[config.mk]
export PLATFORM = sky130hd
export DESIGN_NAME = mips_bus_arbiter
export DESIGN_NICKNAME = d
export VERILOG_FILES = /design/src/rtl/mips_bus_arbiter.sv
export SDC_FILE = /design/constraint.sdc
export NUM_CORES = 1
export LEC_CHECK = 0
export BUFFER_PORTS_ARGS = -buffer_cell sky130_fd_sc_hd__buf_2
export CAP_MARGIN = 25
export CORE_AREA = 2 2 120 122
export DETAILED_ROUTE_END_ITERATION = 7
export DIE_AREA = 0 0 122 124
export PLACE_DENSITY = 0.53
export SYNTH_ARGS = -nofsm -noshare
export SYNTH_HDL_FRONTEND = slang
export SYNTH_SLANG_ARGS = --single-unit
[constraint.sdc]
create_clock -name clk -period 2.9 [get_ports clk]
set_clock_uncertainty 0.05 [all_clocks]
set_input_delay 0.29 -clock clk [delete_from_list [all_inputs] [get_ports clk]]
set_output_delay 0.29 -clock clk [all_outputs]
set_load 0.05 [all_outputs]
[src/rtl/mips_bus_arbiter.sv]
// Two-master Avalon-MM arbiter: instruction fetch (m0) and data (m1) share one
// downstream slave port, with per-transfer stall timeout and a sticky error flag.
module mips_bus_arbiter #(
   parameter int unsigned TIMEOUT_CYCLES = 255,
   parameter bit          FIXED_PRIORITY = 1'b0
) (
   input  logic        clk,
   input  logic        reset,
   input  logic [31:0] m0_address,
   input  logic        m0_read,
   input  logic        m0_write,
   input  logic [31:0] m0_writedata,
   input  logic [3:0]  m0_byteenable,
   output logic        m0_waitrequest,
   output logic [31:0] m0_readdata,
   input  logic [31:0] m1_address,
   input  logic        m1_read,
   input  logic        m1_write,
   input  logic [31:0] m1_writedata,
   input  logic [3:0]  m1_byteenable,
   output logic        m1_waitrequest,
   output logic [31:0] m1_readdata,
   output logic [31:0] address,
   output logic [31:0] writedata,
   output logic        read,
   output logic        write,
   output logic [3:0]  byteenable,
   input  logic        waitrequest,
   input  logic [31:0] readdata,
   output logic        bus_error
);

   typedef enum logic [1:0] {IDLE, GRANT0, GRANT1} state_t;

   localparam logic [8:0] TO_LIM = 9'(TIMEOUT_CYCLES);

   state_t      state_q, state_d;
   logic        last_grant_q, last_grant_d;
   logic [7:0]  stall_q, stall_d;
   logic        err_q, err_d;

   logic        req0, req1;
   logic        pick1;
   logic        g_read, g_write, g_active;
   logic [31:0] g_addr, g_wdata;
   logic [3:0]  g_be;
   logic        timeout;
   logic        g_wait;
   logic [31:0] g_rdata;

   assign req0 = m0_read | m0_write;
   assign req1 = m1_read | m1_write;

   always_ff @(posedge clk or negedge reset) begin
      if (!reset) begin
         state_q      <= IDLE;
         last_grant_q <= 1'b1;
         stall_q      <= 8'd0;
         err_q        <= 1'b0;
      end else begin
         state_q      <= state_d;
         last_grant_q <= last_grant_d;
         stall_q      <= stall_d;
         err_q        <= err_d;
      end
   end

   // Requester-side view of whichever port currently owns the bus.
   always_comb begin
      if (state_q == GRANT1) begin
         g_read  = m1_read;
         g_write = m1_write;
         g_addr  = m1_address;
         g_wdata = m1_writedata;
         g_be    = m1_byteenable;
      end else begin
         g_read  = m0_read;
         g_write = m0_write;
         g_addr  = m0_address;
         g_wdata = m0_writedata;
         g_be    = m0_byteenable;
      end
      g_active = g_read | g_write;
   end

   always_comb begin
      state_d        = state_q;
      last_grant_d   = last_grant_q;
      stall_d        = stall_q;
      err_d          = err_q;
      pick1          = 1'b0;
      timeout        = 1'b0;
      g_wait         = 1'b1;
      g_rdata        = 32'd0;
      address        = 32'd0;
      writedata      = 32'd0;
      read           = 1'b0;
      write          = 1'b0;
      byteenable     = 4'd0;
      m0_waitrequest = req0;
      m1_waitrequest = req1;
      m0_readdata    = 32'd0;
      m1_readdata    = 32'd0;

      case (state_q)
         IDLE: begin
            if (req0 && req1)
               pick1 = FIXED_PRIORITY || !last_grant_q;
            else
               pick1 = req1;
            if (req0 || req1) begin
               state_d      = pick1 ? GRANT1 : GRANT0;
               last_grant_d = pick1;
               stall_d      = 8'd0;
            end
         end
         GRANT0, GRANT1: begin
            // Stall cycle that would reach the limit is itself the abort cycle.
            timeout    = g_active && waitrequest && ({1'b0, stall_q} + 9'd1 >= TO_LIM);
            address    = g_addr;
            writedata  = g_wdata;
            byteenable = g_be;
            read       = g_read & ~timeout;
            write      = g_write & ~timeout;
            g_wait     = timeout ? 1'b0 : waitrequest;
            g_rdata    = timeout ? 32'hFFFF_FFFF : readdata;
            if (state_q == GRANT1) begin
               m0_waitrequest = 1'b1;
               m1_waitrequest = g_wait;
               m1_readdata    = g_rdata;
            end else begin
               m1_waitrequest = 1'b1;
               m0_waitrequest = g_wait;
               m0_readdata    = g_rdata;
            end
            if (!g_active || !waitrequest || timeout) begin
               state_d = IDLE;
               err_d   = err_q | timeout;
            end else if (stall_q != 8'hFF) begin
               stall_d = stall_q + 8'd1;
            end
         end
         default: state_d = IDLE;
      endcase

      bus_error = err_q | timeout;
   end

endmodule

After elaboration in Yosys (flattened, before gate mapping)
Cells that the tools add are included.

Add/sub/neg operators: 2. $lt $le $gt $ge: 1. Equal/unequal tests: 7. Multiplexer cells: 31. Bitwise logic cells: 8. Reduce and logical (&&, ||, !) cells: 16.

Operators with widths (number): $mux W32 (9); $mux W8 (3); $pmux W8 S2 (1); $mux W1 (12); $add A8 B1 Y9 const B (1); $ge A9 B8 Y1 const B (1); $add A8 B1 Y8 const B (1); $mux W4 (2); $ne A2 B2 Y1 const B (4); $ne A8 B8 Y1 const B (1); $mux W2 (3); $reduce_and A2 Y1 (3); $or A1 B1 Y1 (5); $pmux W2 S2 (1); $reduce_and A4 Y1 (1); $logic_and A1 B1 Y1 (3); $logic_not A1 Y1 (3); $logic_or A1 B1 Y1 (3); $and A1 B1 Y1 (2); $eq A2 B1 Y1 const B (1); $eq A2 B2 Y1 const B (1); $logic_not A2 Y1 (1); $reduce_bool A2 Y1 (1); $reduce_or A2 Y1 (1); $not A1 Y1 (1).

Bits in registers: 12. Output and inout bits: 137. Word-level logic and storage cells: 69.

Logic depth before layout (Yosys ltp)
Gate-level depths: netlist of run 1.

Depth after elaboration: 8. Depth in mapped cells: 7.

Least setup slack after synthesis of run 1
No wires, ideal clock.

Path kind: flip-flop to output port. From: register stall_q[0]. To: output read. Arrival time: 2543 ps. Required time: 2560 ps. Path slack: 17 ps. Cell stages (with the launch flop): 7. Buffers on the path: 0. Cell sequence: dfrtp_1 ha_1 nand3_2 o21a_1 o2111ai_2 a21boi_0 nor3_1.

Word-level cells in the longest chain between the ends: 6.

Ends and longest elaborated chain: from (decl) (RTL line 39) `logic [7:0] stall_q, stall_d;`; from (signal assigned) (RTL line 63) `stall_q <= stall_d;`; $add A8 B1 Y9 (RTL line 119) `timeout = g_active && waitrequest && ({1'b0, stall_q} + 9'd1 >= TO_LIM);`; $ge A9 B8 Y1 (RTL line 119); $logic_and A1 B1 Y1 (RTL line 119); $not A1 Y1 (RTL line 123) `read = g_read & ~timeout;`; $and A1 B1 Y1 (RTL line 123); $mux W1 (RTL line 105) `case (state_q)`; to (decl) (RTL line 25) `output logic read,`.

No other way between the ends.

Final worst setup path of run 1
From: register stall_q[0]. To: output m0_readdata[10].

Word-level cells in the longest chain between the ends: 6.

Ends and longest elaborated chain: $add A8 B1 Y9 (RTL line 119); $ge A9 B8 Y1 (RTL line 119); $logic_and A1 B1 Y1 (RTL line 119); $mux W32 (RTL line 126) `g_rdata = timeout ? 32'hFFFF_FFFF : readdata;`; $mux W32 (RTL line 127) `if (state_q == GRANT1) begin`; $mux W32 (RTL line 105); to (decl) (RTL line 15) `output logic [31:0] m0_readdata,`.

No other way between the ends.

==> results of run 1 <==
kinds of logic after synthesis:
logic type                 count (synthesis)
AOI/OAI and AO/OA                         99
and+or+nand+nor                          109
DFF                                       12
adders and majority gates                  4
buffers and inverters                     68
muxes                                     72
xor gates and xnor gates                   2
flip-flops by register name, indices dropped and copies added (netlist names):
name and cells:
last_grant_q 1, stall_q 8, state_q 2, err_q 1
power by group through the flow:
stage	logic (mW)	clock network [mW]	registers, mW
after floorplan	4.15	0	0.242
after global placement	5.35	0	0.262
after detailed placement	5.32	0	0.262
after CTS	5.34	0.293	0.260
after global routing	5.59	0.302	0.275
final	5.30	0.286	0.268
Yosys cell counts (all sizes together), types with 2 or more instances:
library cell / number
xnor2: 2
buf: 16
mux2i: 72
nand2: 12
o22ai: 2
nor3b: 2
a31o: 2
inv: 37
a21boi: 2
nor3: 7
nor2: 76
a22oi: 2
ha: 4
nand3: 5
a21oi: 68
dfrtp: 11
clkbuf: 15
or2: 3
o21ai: 6
a21o: 3
critical path: stages (launching register included):
cell and delay [ns]:
dfrtp_2 0.42, ha_4 0.19, nand3_2 0.12, o21a_1 0.25
o2111a_2 0.33, o21ai_4 0.32, clkbuf_16 0.25, a21oi_1 0.08
buf_2 0.22
cell type report:
cell class,instances,area [µm²]
clock buffer,4,88.8
fill,1525,9330
inverter,37,139
multi-input combinational,286,1910
sequential,12,303
tap,180,225
timing repair buffer,322,1720
metrics by stage:
stage               hold slack, ns  worst slack, ns  std cells
floorplan                  -0.0556           0.0169        366
global placement             0.148            0.345        833
detailed placement           0.158            0.287        833
CTS                          0.363           0.0349        838
global route                 0.398         -0.00386        841
finish                       0.364            0.115        841
final timing paths:
| kind | startpoint | end | slack [ns] | cells past startpoint |
|---|---|---|---|---|
| max | stall_q[0] | m0_readdata[10] | 0.11 | 8 |
| min | m0_read | last_grant_q | 0.36 | 3 |
| max reg2reg | state_q[1] | stall_q[3] | 0.55 | 7 |
| min reg2reg | err_q | err_q | 0.42 | 1 |
| max in group asynchronous | reset | last_grant_q | 2.10 | 2 |
| min in group asynchronous | reset | err_q | 0.42 | 2 |
per-layer routing:
metal | share of wire | GRT usage
met1 | 0.39 | 0.165
met5 | 0 | 0
met4 | 0.0067 | 0.0216
met3 | 0.097 | 0.0307
met2 | 0.51 | 0.253
what timing repair did:
action,CTS,global route
setup endpoints to repair,1,66
hold buffers,1,0
gates cloned,0,3
gates resized for setup,1,10
pin swaps,0,1
endpoints found under the hold margin,11,0
==> summary.txt, run 1 <==
Synth
  – Compound-gate portion of the synthesized area: 0.246
  – Post-synthesis adder-cell area fraction: 0.0202
  – Post-synthesis average cell area: approximately 6.8 µm²
  – XOR/XNOR Fraction of Synth Area: 0.00705
  – Sequential share of the synthesized area: 0.121
  – Count of cell types in the netlist: 50
  – Leading area contributor after synthesis: mux2i_1
  – Async set-or-reset flop fraction in the synthesized netlist: 1.00
  – Synth Area in Simple Gates: 0.188
  – Syn_nets: between 500 and 600
  – Synth area leaders: mux2i_1, a21oi_1, nor2_1
  – Multiplexer share of the synthesized area: 0.290
  – Ys Warns: 0
  – Top_reg_cell synth: dfrtp_1
  – Largest family of logic cells by synthesized area: multiplexers
  – Synth Cell Area: between 2000 and 2500 µm²
  – Yosys top cell area share: 0.290
  – Post-synth EDFFs: 0
  – Cells after synthesis: ~370
  – Yosys reg bits: 12

Power and ir drop
  – Sequential power share: 0.046
  – Clock network fraction of design power: 0.049
  – Switching power: about 4.2 mW
  – Combinational share of power: 0.905
  – Sw frac: 0.723
  – PD cells: roughly 1300 nW/µm²
  – Worst vdd ir: 0.543 mV
  – Leak Pwr: 2.53 nW
  – Total power: 5.86 mW
  – Int Power: 1.62 mW

Setup path
  – Kind of critical path: register to output port
  – Worst Path Arrival: between 2 and 2.5 ns
  – Critical path data required time: roughly 2.6 ns
  – Worst Path Max Fanout: 16
  – Crit path capture type: output port
  – Setup crit start kind: register

Flow run
  – Number of max-cap violations: 0

STA
  – Final Critical Period: ~2.8 ns
  – Hold Vio Cnt, Final: 0
  – Setup violations, final: 0
  – Final period util: 0.960
  – Fin. max-slew vios: 0
  – Setup TNS Final: 0 ns
  – F_max: between 300 and 400 MHz
  – Max_slew headroom: 0.650
  – Slew @ Worst Pin: roughly 0.52 ns

Floorplan
  – Row count: 43
  – Die height: 124 µm
  – DIE WIDTH: roughly 120 µm
  – DIE AREA: 15100 µm²
  – Initial Util: 0.181
  – IO Count: 312
  – CORE AREA: 13700 µm²

Cells and area
  – Ant. Diodes: 0
  – Most frequent cells in the layout: buf_2, nor2_1, mux2i_1
  – Nets: about 840
  – Commonest non-fill, non-tap cell in the layout: buf_2
  – Ratio of cells with drive above 1 in the final layout: 0.526
  – Final Util: 0.320
  – Final instance area: roughly 4400 µm²
  – Synth-to-Final Area Change: 76.7%

Route
  – Pre-Repair DR Iteration Count: 4
  – Remaining DRCs: 0
  – Routed vias/inst: approximately 4.4
  – Routed wire per std cell: roughly 15 µm
  – DRC violation total after the first TritonRoute iteration: roughly 110
  – Vias: 3671
  – Final WL: between 10000 and 15000 µm
  – Antenna viol nets, final: 0

CTS
  – CTS tree: done
  – Clock Tree Root: clkbuf_16
  – Num CTS Buffers: 3
  – Setup bufs post-CTS: 0
  – Clk slew on worst S/H paths: 0.04 ns
  – CTS sink count: 12
  – H-tree depth: 1
  – Max Buffers Root-to-Sink: 2
  – Worst-Skew Late Latency: 0.24 ns

Placement
  – Gp weighted congestion: ~0.81
  – IO buf count: 311
  – Placed inst area: approximately 4200 µm²
  – Detailed placement HPWL: slightly above 10000 µm

Global routing
  – Pin count of the biggest net entering global routing: 69
  – Total congestion overflow: 0
  – First-pass GRT wire length: between 15000 and 20000 µm
  – Antenna violations before repair: 0
  – Gr usage total: 0.137
  – Number of global-route vias before repair: about 3100

Status
  – Outcome: complete, no violations

Hold path
  – Worst hold-check path type: input pin to register
Power figures use the tool's default switching activity.
==> run 2, diff against run 1 <==
--- a/config.mk
+++ b/config.mk
@@ -7,10 +7,10 @@
 export LEC_CHECK = 0
 export BUFFER_PORTS_ARGS = -buffer_cell sky130_fd_sc_hd__buf_2
 export CAP_MARGIN = 25
-export CORE_AREA = 2 2 120 122
+export CORE_AREA = 2 2 122 124
 export DETAILED_ROUTE_END_ITERATION = 7
-export DIE_AREA = 0 0 122 124
-export PLACE_DENSITY = 0.53
+export DIE_AREA = 0 0 124 126
+export PLACE_DENSITY = 0.52
 export SYNTH_ARGS = -nofsm -noshare
 export SYNTH_HDL_FRONTEND = slang
 export SYNTH_SLANG_ARGS = --single-unit
==> summary.txt, run 2 (synthesis gave the netlist of run 1 again) <==
CTS
  – Worst-Skew Late Latency: 0.24 ns (about the same)
  – Clk slew on worst S/H paths: 0.04 ns (about the same)
  – CTS sink count: 12 (unchanged)
  – CTS tree: done (unchanged)
  – Num CTS Buffers: 3 (unchanged)
  – Clock Tree Root: clkbuf_16 (unchanged)
  – H-tree depth: 1 (unchanged)
  – Max Buffers Root-to-Sink: 2 (unchanged)

STA
  – Fin. max-slew vios: 0 (unchanged)
  – Max_slew headroom: 0.660 (was 0.650)
  – Hold Vio Cnt, Final: 0 (unchanged)
  – Setup violations, final: 0 (unchanged)
  – F_max: 356 MHz (was 359 MHz)
  – Slew @ Worst Pin: 0.509 ns (was 0.525 ns)
  – Final Critical Period: 2.81 ns (was 2.79 ns)
  – Final period util: 0.969 (was 0.960)
  – Setup TNS Final: 0 ns (unchanged)

Floorplan
  – CORE AREA: 14300 µm² (was 13700 µm²)
  – Initial Util: 0.174 (was 0.181)
  – DIE AREA: 15600 µm² (was 15100 µm²)
  – DIE WIDTH: 124 µm (was 122 µm)
  – Die height: 126 µm (was 124 µm)
  – IO Count: 312 (unchanged)
  – Row count: 44 (was 43)

Route
  – Pre-Repair DR Iteration Count: 4 (unchanged)
  – Antenna viol nets, final: 0 (unchanged)
  – Remaining DRCs: 0 (unchanged)
  – Met3 Wirelength: 1150 µm (was 1210 µm)
  – Final WL: 12000 µm (was 12500 µm)
  – Metal-1 WL: 4530 µm (was 4860 µm)
  – Routed vias/inst: 4.36 (was 4.37)
  – Vias: 3706 (was 3671)
  – Routed wire per std cell: 14.2 µm (was 14.9 µm)
  – Top sig layer: met4 (unchanged)
  – DRC violation total after the first TritonRoute iteration: 97 (was 112)
  – Met2 WL: 6210 µm (was 6340 µm)

Cells and area
  – Layout Cells excl Fill: 850 (was 841)
  – Largest register FFs: 8 (unchanged)
  – Commonest non-fill, non-tap cell in the layout: buf_2 (unchanged)
  – Most flops, register: stall_q (unchanged)
  – Most frequent cells in the layout: buf_2, nor2_1, mux2i_1 (unchanged)
  – Synth-to-Final Area Change: 79.9% (was 76.7%)
  – Ant. Diodes: 0 (unchanged)
  – Ratio of cells with drive above 1 in the final layout: 0.526 (about the same)
  – Top Registers: stall_q x8, state_q x2 (unchanged)
  – Nets: 846 (was 841)
  – # fillers: 1582 (was 1525)

Power and ir drop
  – Leak Pwr: 2.52 nW (was 2.53 nW)
  – Worst vdd ir: 0.782 mV (was 0.543 mV)
  – PD cells: 1330 nW/µm² (was 1340 nW/µm²)

Setup path
  – Crit path max-delay cell type: dfrtp_1 (was dfrtp_2)
  – Cell family with most CP delay: buffers and inverters (was compound AO/OA/AOI/OAI gates)
  – Worst Path Arrival: 2.47 ns (was 2.45 ns)
  – Worst path buffer plus inverter count: 3 (was 2)
  – Worst-path cell chain: ha_1 > buf_4 > xnor2_1 > nor3b_2 > o2111a_2 > o21ai_4 > buf_12 > a21oi_1 > clkbuf_4 (was ha_4 > nand3_2 > o21a_1 > o2111a_2 > o21ai_4 > clkbuf_16 > a21oi_1 > buf_2)
  – Worst Path Max Fanout: 44 (was 16)
  – Setup crit start kind: register (unchanged)
  – CP max stage delay: 0.43 ns (was 0.42 ns)
  – Kind of critical path: register to output port (unchanged)
  – Crit path capture type: output port (unchanged)
  – Critical path data required time: 2.56 ns (about the same)

Global routing
  – Number of global-route vias before repair: 3235 (was 3123)
  – Gr usage total: 0.137 (about the same)
  – Pin count of the biggest net entering global routing: 54 (was 69)
  – First-pass GRT wire length: 16900 µm (was 16400 µm)
  – Total congestion overflow: 0 (unchanged)
  – Antenna violations before repair: 1 (was 0)

Placement
  – Detailed placement HPWL: 9840 µm (was 10100 µm)
  – IO buf count: 311 (unchanged)
  – Cell count after placement: 842 (was 833)
  – Gp weighted congestion: 0.839 (was 0.809)

Flow run
  – Number of max-cap violations: 0 (unchanged)

Status
  – Outcome: complete, no violations (unchanged)

Hold path
  – Worst hold-check path type: input pin to register (unchanged)
## run 2: cell count changes in the layout (fill, tap and decap cells not counted), moves of 2 or more
| cell | before | now |
|---|---|---|
| clkbuf_16 | 5 | 3 |
| buf_4 | 6 | 29 |
| buf_2 | 306 | 270 |
| clkbuf_4 | 4 | 23 |
## run 2: area by class of cell
class                      count  area [µm²]  area share
inverter                      37         139      0.0311
clock buffer                   4        88.8      0.0199
tap                          184         230      0.0515
multi-input combinational    287        1900       0.425
sequential                    12         302      0.0675
timing repair buffer         326        1810       0.405
## run 2: worst reg2reg max path, cell delays in order, from the launching register on
cell	delay [ns]
dfrtp_1	0.31
inv_1	0.09
ha_4	0.20
buf_4	0.24
a2111o_1	0.48
nor2_2	0.20
a21boi_2	0.14
a221o_1	0.38
## run 2: where the power goes
part,internal [mW],total (mW),switching [mW]
clock network,0.208,0.283,0.0745
registers,0.214,0.259,0.0447
logic,1.29,5.40,4.11
## run 2: worst paths after layout
path	startpoint	endpoint	slack, ns	cells past startpoint
worst max-delay path	stall_q[0]	m1_readdata[26]	0.09	9
worst min-delay path	m0_read	last_grant_q	0.40	3
worst max register to register	state_q[0]	stall_q[3]	0.70	7
worst min register to register	err_q	err_q	0.43	1
max in group asynchronous	reset	last_grant_q	2.12	2
min in group asynchronous	reset	stall_q[4]	0.41	2
## run 2: repair_timing
item / 4_1_cts / 5_1_grt
gates cloned: 1 / 0
endpoints found under the setup margin: 44 / 54
pin swaps: 1 / 1
gates resized for setup: 10 / 41
endpoints found under the hold margin: 11 / 0
hold buffers: 1 / 0
setup buffers: 1 / 1
## run 2: per-layer routing
metal | vias to the layer above | GRT usage
met3 | 11 | 0.0281
met5 | - | 0
li1 | 1856 | -
met2 | 206 | 0.267
met1 | 1633 | 0.150
met4 | 0 | 0.0238
## run 2: per-stage QoR
stage / instance area, µm² / setup slack (ns) / hold WS (ns) / power [mW] / utilization
floorplan: 2480 / 0.0169 / -0.0556 / 4.39 / -
global placement: 4220 / 0.236 / 0.138 / 5.61 / 0.295
detailed placement: 4220 / 0.168 / 0.142 / 5.59 / 0.295
CTS: 4360 / 0.0510 / 0.389 / 5.92 / 0.305
global route: 4470 / -0.0283 / 0.422 / 6.28 / 0.312
finish: 4470 / 0.0889 / 0.401 / 5.94 / 0.312
